$ cat config.mk
export PLATFORM = sky130hd
export DESIGN_NAME = psram_async_arbiter_flat
export DESIGN_NICKNAME = d
export VERILOG_FILES = /design/src/rtl/psram_async_arbiter_if.sv /design/src/rtl/psram_async_arbiter.sv /design/src/flat_wrapper.sv
export SDC_FILE = /design/constraint.sdc
export NUM_CORES = 1
export LEC_CHECK = 0
export ABC_AREA = 1
export BUFFER_PORTS_ARGS = -buffer_cell sky130_fd_sc_hd__buf_2
export CORE_MARGIN = 3
export CORE_UTILIZATION = 30
export DETAILED_ROUTE_END_ITERATION = 10
export PLACE_DENSITY = 0.61
export SLEW_MARGIN = 15
export SYNTH_ARGS = -nofsm -noshare
export SYNTH_HDL_FRONTEND = slang
export SYNTH_SLANG_ARGS = --single-unit
$ cat constraint.sdc
create_clock -name sys_clk -period 1.7 [get_ports sys_clk]
set_input_delay 0.085 -clock sys_clk [delete_from_list [all_inputs] [get_ports sys_clk]]
set_output_delay 0.085 -clock sys_clk [all_outputs]
set_load 0.01 [all_outputs]
$ cat src/rtl/psram_async_arbiter_if.sv
// rtl/psram_async_arbiter_if.sv - requester, response and PSRAM pin bundle for the async arbiter
interface psram_async_arbiter_if #(
    parameter int ADDR_W = 23
);
    logic              req0_valid;
    logic              req0_we;
    logic [ADDR_W-1:0] req0_addr;
    logic [15:0]       req0_wdata;
    logic [1:0]        req0_be;
    logic              req0_ready;

    logic              req1_valid;
    logic              req1_we;
    logic [ADDR_W-1:0] req1_addr;
    logic [15:0]       req1_wdata;
    logic [1:0]        req1_be;
    logic              req1_ready;

    logic              rsp0_valid;
    logic              rsp1_valid;
    logic [15:0]       rsp_rdata;

    logic [ADDR_W-1:0] psram_addr;
    logic              psram_ce_n;
    logic              psram_oen;
    logic              psram_wen;
    logic [1:0]        psram_ben;
    logic              psram_adv_ldn;
    logic              psram_cre;
    logic [15:0]       psram_dq_o;
    logic              psram_dq_t;
    logic [15:0]       psram_dq_i;

    // Requesters plus the pad side (which supplies psram_dq_i).
    modport master (
        output req0_valid, req0_we, req0_addr, req0_wdata, req0_be,
        output req1_valid, req1_we, req1_addr, req1_wdata, req1_be,
        output psram_dq_i,
        input  req0_ready, req1_ready, rsp0_valid, rsp1_valid, rsp_rdata,
        input  psram_addr, psram_ce_n, psram_oen, psram_wen, psram_ben,
        input  psram_adv_ldn, psram_cre, psram_dq_o, psram_dq_t
    );

    modport slave (
        input  req0_valid, req0_we, req0_addr, req0_wdata, req0_be,
        input  req1_valid, req1_we, req1_addr, req1_wdata, req1_be,
        input  psram_dq_i,
        output req0_ready, req1_ready, rsp0_valid, rsp1_valid, rsp_rdata,
        output psram_addr, psram_ce_n, psram_oen, psram_wen, psram_ben,
        output psram_adv_ldn, psram_cre, psram_dq_o, psram_dq_t
    );
endinterface

$ cat src/rtl/psram_async_arbiter.sv
// rtl/psram_async_arbiter.sv - two-port round-robin async PSRAM controller with programmable cycle counts
module psram_async_arbiter #(
    parameter int ADDR_W = 23,
    parameter int T_ACC  = 7,
    parameter int T_WP   = 6,
    parameter int T_TURN = 2
) (
    input  logic                   sys_clk,
    input  logic                   sys_rst,
    psram_async_arbiter_if.slave   bus
);
    localparam int T_MAX_AW = (T_ACC > T_WP) ? T_ACC : T_WP;
    localparam int T_MAX    = (T_MAX_AW > T_TURN) ? T_MAX_AW : T_TURN;
    localparam int CNT_W    = $clog2(T_MAX) + 1;

    localparam logic [CNT_W-1:0] ACC_LD  = CNT_W'(T_ACC - 1);
    localparam logic [CNT_W-1:0] WP_LD   = CNT_W'(T_WP - 1);
    localparam logic [CNT_W-1:0] TURN_LD = CNT_W'(T_TURN - 1);

    typedef enum logic [2:0] {
        IDLE     = 3'd0,
        RD_ACC   = 3'd1,
        WR_PULSE = 3'd2,
        WR_HOLD  = 3'd3,
        TURN     = 3'd4
    } state_t;

    state_t            r_state;
    logic [CNT_W-1:0]  r_cnt;
    logic              r_last_grant;
    logic              r_port;

    logic [ADDR_W-1:0] r_addr;
    logic              r_ce_n;
    logic              r_oen;
    logic              r_wen;
    logic [1:0]        r_ben;
    logic [15:0]       r_dq_o;
    logic              r_dq_t;
    logic              r_rsp0_valid;
    logic              r_rsp1_valid;
    logic [15:0]       r_rdata;

    logic              w_idle;
    logic              w_grant0;
    logic              w_grant1;
    logic              w_sel_we;
    logic [ADDR_W-1:0] w_sel_addr;
    logic [15:0]       w_sel_wdata;
    logic [1:0]        w_sel_be;

    // Accept is decided in the IDLE cycle itself so a withdrawn request is never granted;
    // ties go to the port that did not win last time.
    assign w_idle   = (r_state == IDLE) && !sys_rst;
    assign w_grant0 = w_idle && bus.req0_valid && (!bus.req1_valid || r_last_grant);
    assign w_grant1 = w_idle && bus.req1_valid && (!bus.req0_valid || !r_last_grant);

    assign w_sel_we    = w_grant1 ? bus.req1_we    : bus.req0_we;
    assign w_sel_addr  = w_grant1 ? bus.req1_addr  : bus.req0_addr;
    assign w_sel_wdata = w_grant1 ? bus.req1_wdata : bus.req0_wdata;
    assign w_sel_be    = w_grant1 ? bus.req1_be    : bus.req0_be;

    always_ff @(posedge sys_clk) begin
        if (sys_rst) begin
            r_state      <= IDLE;
            r_cnt        <= '0;
            r_last_grant <= 1'b1;
            r_port       <= 1'b0;
            r_addr       <= '0;
            r_ce_n       <= 1'b1;
            r_oen        <= 1'b1;
            r_wen        <= 1'b1;
            r_ben        <= 2'b11;
            r_dq_o       <= 16'h0000;
            r_dq_t       <= 1'b1;
            r_rsp0_valid <= 1'b0;
            r_rsp1_valid <= 1'b0;
            r_rdata      <= 16'h0000;
        end else begin
            r_rsp0_valid <= 1'b0;
            r_rsp1_valid <= 1'b0;
            case (r_state)
                IDLE: begin
                    if (w_grant0 || w_grant1) begin
                        r_port       <= w_grant1;
                        r_last_grant <= w_grant1;
                        r_addr       <= w_sel_addr;
                        r_ce_n       <= 1'b0;
                        if (w_sel_we) begin
                            r_state <= WR_PULSE;
                            r_cnt   <= WP_LD;
                            r_wen   <= 1'b0;
                            r_ben   <= ~w_sel_be;
                            r_dq_o  <= w_sel_wdata;
                            r_dq_t  <= 1'b0;
                        end else begin
                            r_state <= RD_ACC;
                            r_cnt   <= ACC_LD;
                            r_oen   <= 1'b0;
                            r_ben   <= 2'b00;
                            r_dq_t  <= 1'b1;
                        end
                    end
                end
                RD_ACC: begin
                    if (r_cnt == '0) begin
                        r_rdata      <= bus.psram_dq_i;
                        r_state      <= TURN;
                        r_cnt        <= TURN_LD;
                        r_ce_n       <= 1'b1;
                        r_oen        <= 1'b1;
                        r_ben        <= 2'b11;
                        r_rsp0_valid <= !r_port;
                        r_rsp1_valid <= r_port;
                    end else begin
                        r_cnt <= r_cnt - 1'b1;
                    end
                end
                WR_PULSE: begin
                    if (r_cnt == '0) begin
                        r_state <= WR_HOLD;
                        r_wen   <= 1'b1;
                    end else begin
                        r_cnt <= r_cnt - 1'b1;
                    end
                end
                WR_HOLD: begin
                    // WE# already high; address and data were held one extra cycle.
                    r_state <= TURN;
                    r_cnt   <= TURN_LD;
                    r_ce_n  <= 1'b1;
                    r_ben   <= 2'b11;
                    r_dq_t  <= 1'b1;
                end
                TURN: begin
                    if (r_cnt == '0) begin
                        r_state <= IDLE;
                    end else begin
                        r_cnt <= r_cnt - 1'b1;
                    end
                end
                default: begin
                    r_state <= IDLE;
                    r_ce_n  <= 1'b1;
                    r_oen   <= 1'b1;
                    r_wen   <= 1'b1;
                    r_ben   <= 2'b11;
                    r_dq_t  <= 1'b1;
                end
            endcase
        end
    end

    assign bus.req0_ready    = w_grant0;
    assign bus.req1_ready    = w_grant1;
    assign bus.rsp0_valid    = r_rsp0_valid;
    assign bus.rsp1_valid    = r_rsp1_valid;
    assign bus.rsp_rdata     = r_rdata;
    assign bus.psram_addr    = r_addr;
    assign bus.psram_ce_n    = r_ce_n;
    assign bus.psram_oen     = r_oen;
    assign bus.psram_wen     = r_wen;
    assign bus.psram_ben     = r_ben;
    assign bus.psram_adv_ldn = 1'b0;
    assign bus.psram_cre     = 1'b0;
    assign bus.psram_dq_o    = r_dq_o;
    assign bus.psram_dq_t    = r_dq_t;
endmodule

$ cat src/flat_wrapper.sv
// flat-port wrapper written by rule: the top's interface ports become plain ports
module psram_async_arbiter_flat 
#(
    parameter int ADDR_W = 23,
    parameter int T_ACC  = 7,
    parameter int T_WP   = 6,
    parameter int T_TURN = 2
)
  (sys_clk, sys_rst, bus_req0_valid, bus_req0_we, bus_req0_addr, bus_req0_wdata, bus_req0_be, bus_req1_valid, bus_req1_we, bus_req1_addr, bus_req1_wdata, bus_req1_be, bus_psram_dq_i, bus_req0_ready, bus_req1_ready, bus_rsp0_valid, bus_rsp1_valid, bus_rsp_rdata, bus_psram_addr, bus_psram_ce_n, bus_psram_oen, bus_psram_wen, bus_psram_ben, bus_psram_adv_ldn, bus_psram_cre, bus_psram_dq_o, bus_psram_dq_t);
  psram_async_arbiter_if #(.ADDR_W(ADDR_W)) bus_i ();
  input  logic sys_clk;
  input  logic sys_rst;
  input wire logic [$bits(bus_i.req0_valid)-1:0] bus_req0_valid;
  input wire logic [$bits(bus_i.req0_we)-1:0] bus_req0_we;
  input wire logic [$bits(bus_i.req0_addr)-1:0] bus_req0_addr;
  input wire logic [$bits(bus_i.req0_wdata)-1:0] bus_req0_wdata;
  input wire logic [$bits(bus_i.req0_be)-1:0] bus_req0_be;
  input wire logic [$bits(bus_i.req1_valid)-1:0] bus_req1_valid;
  input wire logic [$bits(bus_i.req1_we)-1:0] bus_req1_we;
  input wire logic [$bits(bus_i.req1_addr)-1:0] bus_req1_addr;
  input wire logic [$bits(bus_i.req1_wdata)-1:0] bus_req1_wdata;
  input wire logic [$bits(bus_i.req1_be)-1:0] bus_req1_be;
  input wire logic [$bits(bus_i.psram_dq_i)-1:0] bus_psram_dq_i;
  output wire logic [$bits(bus_i.req0_ready)-1:0] bus_req0_ready;
  output wire logic [$bits(bus_i.req1_ready)-1:0] bus_req1_ready;
  output wire logic [$bits(bus_i.rsp0_valid)-1:0] bus_rsp0_valid;
  output wire logic [$bits(bus_i.rsp1_valid)-1:0] bus_rsp1_valid;
  output wire logic [$bits(bus_i.rsp_rdata)-1:0] bus_rsp_rdata;
  output wire logic [$bits(bus_i.psram_addr)-1:0] bus_psram_addr;
  output wire logic [$bits(bus_i.psram_ce_n)-1:0] bus_psram_ce_n;
  output wire logic [$bits(bus_i.psram_oen)-1:0] bus_psram_oen;
  output wire logic [$bits(bus_i.psram_wen)-1:0] bus_psram_wen;
  output wire logic [$bits(bus_i.psram_ben)-1:0] bus_psram_ben;
  output wire logic [$bits(bus_i.psram_adv_ldn)-1:0] bus_psram_adv_ldn;
  output wire logic [$bits(bus_i.psram_cre)-1:0] bus_psram_cre;
  output wire logic [$bits(bus_i.psram_dq_o)-1:0] bus_psram_dq_o;
  output wire logic [$bits(bus_i.psram_dq_t)-1:0] bus_psram_dq_t;
  assign bus_i.req0_valid = bus_req0_valid;
  assign bus_i.req0_we = bus_req0_we;
  assign bus_i.req0_addr = bus_req0_addr;
  assign bus_i.req0_wdata = bus_req0_wdata;
  assign bus_i.req0_be = bus_req0_be;
  assign bus_i.req1_valid = bus_req1_valid;
  assign bus_i.req1_we = bus_req1_we;
  assign bus_i.req1_addr = bus_req1_addr;
  assign bus_i.req1_wdata = bus_req1_wdata;
  assign bus_i.req1_be = bus_req1_be;
  assign bus_i.psram_dq_i = bus_psram_dq_i;
  assign bus_req0_ready = bus_i.req0_ready;
  assign bus_req1_ready = bus_i.req1_ready;
  assign bus_rsp0_valid = bus_i.rsp0_valid;
  assign bus_rsp1_valid = bus_i.rsp1_valid;
  assign bus_rsp_rdata = bus_i.rsp_rdata;
  assign bus_psram_addr = bus_i.psram_addr;
  assign bus_psram_ce_n = bus_i.psram_ce_n;
  assign bus_psram_oen = bus_i.psram_oen;
  assign bus_psram_wen = bus_i.psram_wen;
  assign bus_psram_ben = bus_i.psram_ben;
  assign bus_psram_adv_ldn = bus_i.psram_adv_ldn;
  assign bus_psram_cre = bus_i.psram_cre;
  assign bus_psram_dq_o = bus_i.psram_dq_o;
  assign bus_psram_dq_t = bus_i.psram_dq_t;
  psram_async_arbiter #(.ADDR_W(ADDR_W), .T_ACC(T_ACC), .T_WP(T_WP), .T_TURN(T_TURN)) u_core (.sys_clk(sys_clk), .sys_rst(sys_rst), .bus(bus_i));
endmodule
==> metrics.cfg <==
[worst_hold_path]
worstHoldEndpoint=u_core.bus.psram_addr[10]
holdPathStages=3
min_from=bus_req1_addr[10]
hold_class=input port to register

[yosys]
synth_edf_count=0
synth_area_sq_um=3320
synth_ff_type=dfxtp_1
synth_top_area_share_pct=43.4
synth_top_cell_by_area=dfxtp_1
ys_seq_area_share_pct=43.4
synth_common_cells=147 x nand2_1, 72 x dfxtp_1, 44 x nor2_1
yosysMostFrequentCell=nand2_1
yosysWarnings=0
syn_area_per_cell_sq_um=6.99
async_flop_share_pct=0
syn_inst=475
synth-seq-cells=72
synthTopCellsByArea=dfxtp_1 43%, nand2_1 17%, o21ai_0 6.2%
ys_types=29

[power_and_ir_drop]
powerDensity_nw_per_um2=1380
p_leak_nw=2.61
power_switching_mw=2.95
total_power_mw=7.09
switching_share_pct=41.6
ir_worst_vdd_v=0.000530
clockPowerShare_pct=19.1
power_frac_seq_pct=33.0
p_int_mw=4.14
power_frac_comb_pct=47.9

[job]
cap_viol_max_count=0

[clock_network]
cts_tree=yes
root_buffer=clkbuf_8
numClockSinks=72
htree_levels=3
cts_buffer_depth=2
path_clk_slew_ps=80
insertion_delay_ps=350
cts_buffers=9

[final_layout]
fin_nets=806
antenna_cells=0
instances_no_fill=841
layout-drive-gt1-share_pct=31.8
fill_cells=1033
area_growth_pct=55.2

[route]
drt_iter0_drc=274
drc=0
ant_nets=0
drt_first_pass_iters=4
viasPerCell=4.69
vias=3946
route.final.wire_length_microns=11200
avgRoutedWirePerCell_microns=13.3

[sta]
drv_slew=0
setup_tns_ps=0
finalCritPeriodShare_pct=95.7
setup_ws_ps=73.6
rsz0062_at_grt=true
hold_viol=0
min_period_ps=1630
final-setup-viol-count=0
fmax_mhz=615
fin_skew_ps=7.96

[worst_setup_path]
regToRegEndpoint=u_core.bus.psram_addr[22]
crit_chain=buf_4 > nor2_4 > nand3_4 > inv_2 > buf_12 > buf_2
reg2reg_depth=8
worst_path_max_delay_cell=dfxtp_1
worstSetupPathType=register to primary output
cp-start-kind=register
worstPathMaxFanout=20
ff2ff_setup_slack_ps=110
rr_startpoint=u_core.r_state[1]
crit_path_end_kind=primary output
critPathRequiredTime_ps=1620
arrival_ps=1540
cp_slowest_stage_delay_ps=380

[floorplanning]
core_sq_um=10600
die_y_microns=111
rows=37
boundaryPins=171
initial_core_util_pct=31.4
die_area_sq_um=12400
die_w_microns=111

[global_routing]
grt_max_degree=52
grt_pass1_vias=3818
antenna_found_initial=1
grt_overflow=0
gr-usage-all-layers_pct=17.7
grt_pass1_wl_microns=18200

[status]
status=finished clean

[placement]
gp_congestion=0.913
preCtsSetupSlack_ps=34.8
dpl.hpwl_microns=7690
io_buffers=168
placedCellCount=767

[metal layers]
metal  GRT usage (%)  wire, microns  vias up
li1                -              -     2005
met1            21.3           4670     1758
met2            30.0           5470      153
met3            4.31            779       28
met4            7.30            284        2
met5               0             13        -
[what timing repair did]
| item | 4_1_cts | 5_1_grt |
|---|---|---|
| endpoints found under the hold margin | 37 | 0 |
| cloned | 1 | 0 |
| buffers inserted | 1 | 2 |
| resized for setup | 3 | 5 |
| hold buffers | 54 | 0 |
| pin swaps | 0 | 1 |
| endpoints found under the setup margin | 1 | 36 |
[sequential cells by signal, indices dropped and copies added, names as in the netlist]
signal / cells
u_core.bus.psram_dq_o: 16
u_core.bus.psram_ben: 2
u_core.bus.rsp1_valid: 1
u_core.bus.psram_ce_n: 1
u_core.r_state: 3
u_core.bus.rsp_rdata: 16
u_core.bus.psram_addr: 23
u_core.r_port: 1
u_core.r_last_grant: 1
u_core.bus.psram_oen: 1
u_core.bus.psram_dq_t: 1
u_core.bus.rsp0_valid: 1
u_core.r_cnt: 4
u_core.bus.psram_wen: 1
[cells by family (layout without fill, tap and decap cells)]
logic type | count (synthesis) | count (layout) | share of synthesized area (%)
AO/OA/AOI/OAI | 106 | 106 | 17.5
XOR/XNOR | 1 | 1 | 0.264
adder cells (fa/ha/maj) | 2 | 2 | 0.754
buffers and inverters | 56 | 285 | 8.11
flip-flops | 72 | 72 | 43.4
other | 1 | 2 | 0.113
AND/OR/NAND/NOR | 237 | 237 | 29.8
[stage by stage]
stage	hold slack (ps)	cell area (sq um)	utilization, %
2_1_floorplan	220	3320	-
3_3_place_gp	310	4320	41.0
3_5_place_dp	312	4320	41.0
4_1_cts	2.08	5110	48.4
5_1_grt	14.6	5150	48.8
6_report	17.7	5150	48.8
[cell usage in the layout, fill, tap and decap left out, types with 2 or more instances in the layout]
master         count
buf_2            168
nand2_1          146
dfxtp_1           71
dlygate4sd3_1     54
nor2_1            43
o21ai_0           41
nand3_1           33
a21oi_1           26
a31oi_1           24
inv_1             23
buf_4             15
clkbuf_8           9
o21ai_1            7
inv_2              4
buf_12             4
nor2_4             3
a21oi_2            3
nand2_2            3
nor3_1             3
clkinv_2           3
nor2_2             2
nand2_4            2
o211ai_1           2
ha_1               2
conb_1             2
clkinv_4           2
[cell type report]
type                    instances  area [sq um]  area share (%)
inverters                      27           101            1.97
well taps                     136           170            3.30
clock inverters                 7          71.3            1.38
repair buffers                242          1610            31.2
flip-flops and latches         72          1440            28.0
multi-input cells             348          1640            31.7
clock buffers                   9           124            2.40
[worst max path at each step]
stage	cells past startpoint	to	from	slack [ps]
detailed placement	9	u_core.bus.psram_oen	u_core.r_cnt[0]	30
floorplan	9	u_core.bus.psram_oen	u_core.r_cnt[0]	190
CTS	9	u_core.bus.psram_oen	u_core.r_cnt[0]	20
global placement	9	u_core.bus.psram_oen	u_core.r_cnt[0]	120
finish	6	bus_req1_ready	u_core.r_state[1]	70
global route	9	u_core.bus.psram_oen	u_core.r_state[0]	-30
[power groups by stage]
stage                     logic (mW)  registers, mW  clock network [mW]
after floorplan                 1.89           2.50                   0
after global placement          3.11           2.36                   0
after detailed placement        3.16           2.37                   0
after CTS                       3.32           2.33                1.41
after global routing            3.80           2.39                1.48
final                           3.39           2.34                1.35
[worst max-delay path: cells and delay by family, from the launching register on]
| kind | cells | cell delay, ps |
|---|---|---|
| simple gates | 2 | 240 |
| buf+inv | 4 | 570 |
| flops | 1 | 380 |
No activity file was read; power rests on OpenSTA's default activity.
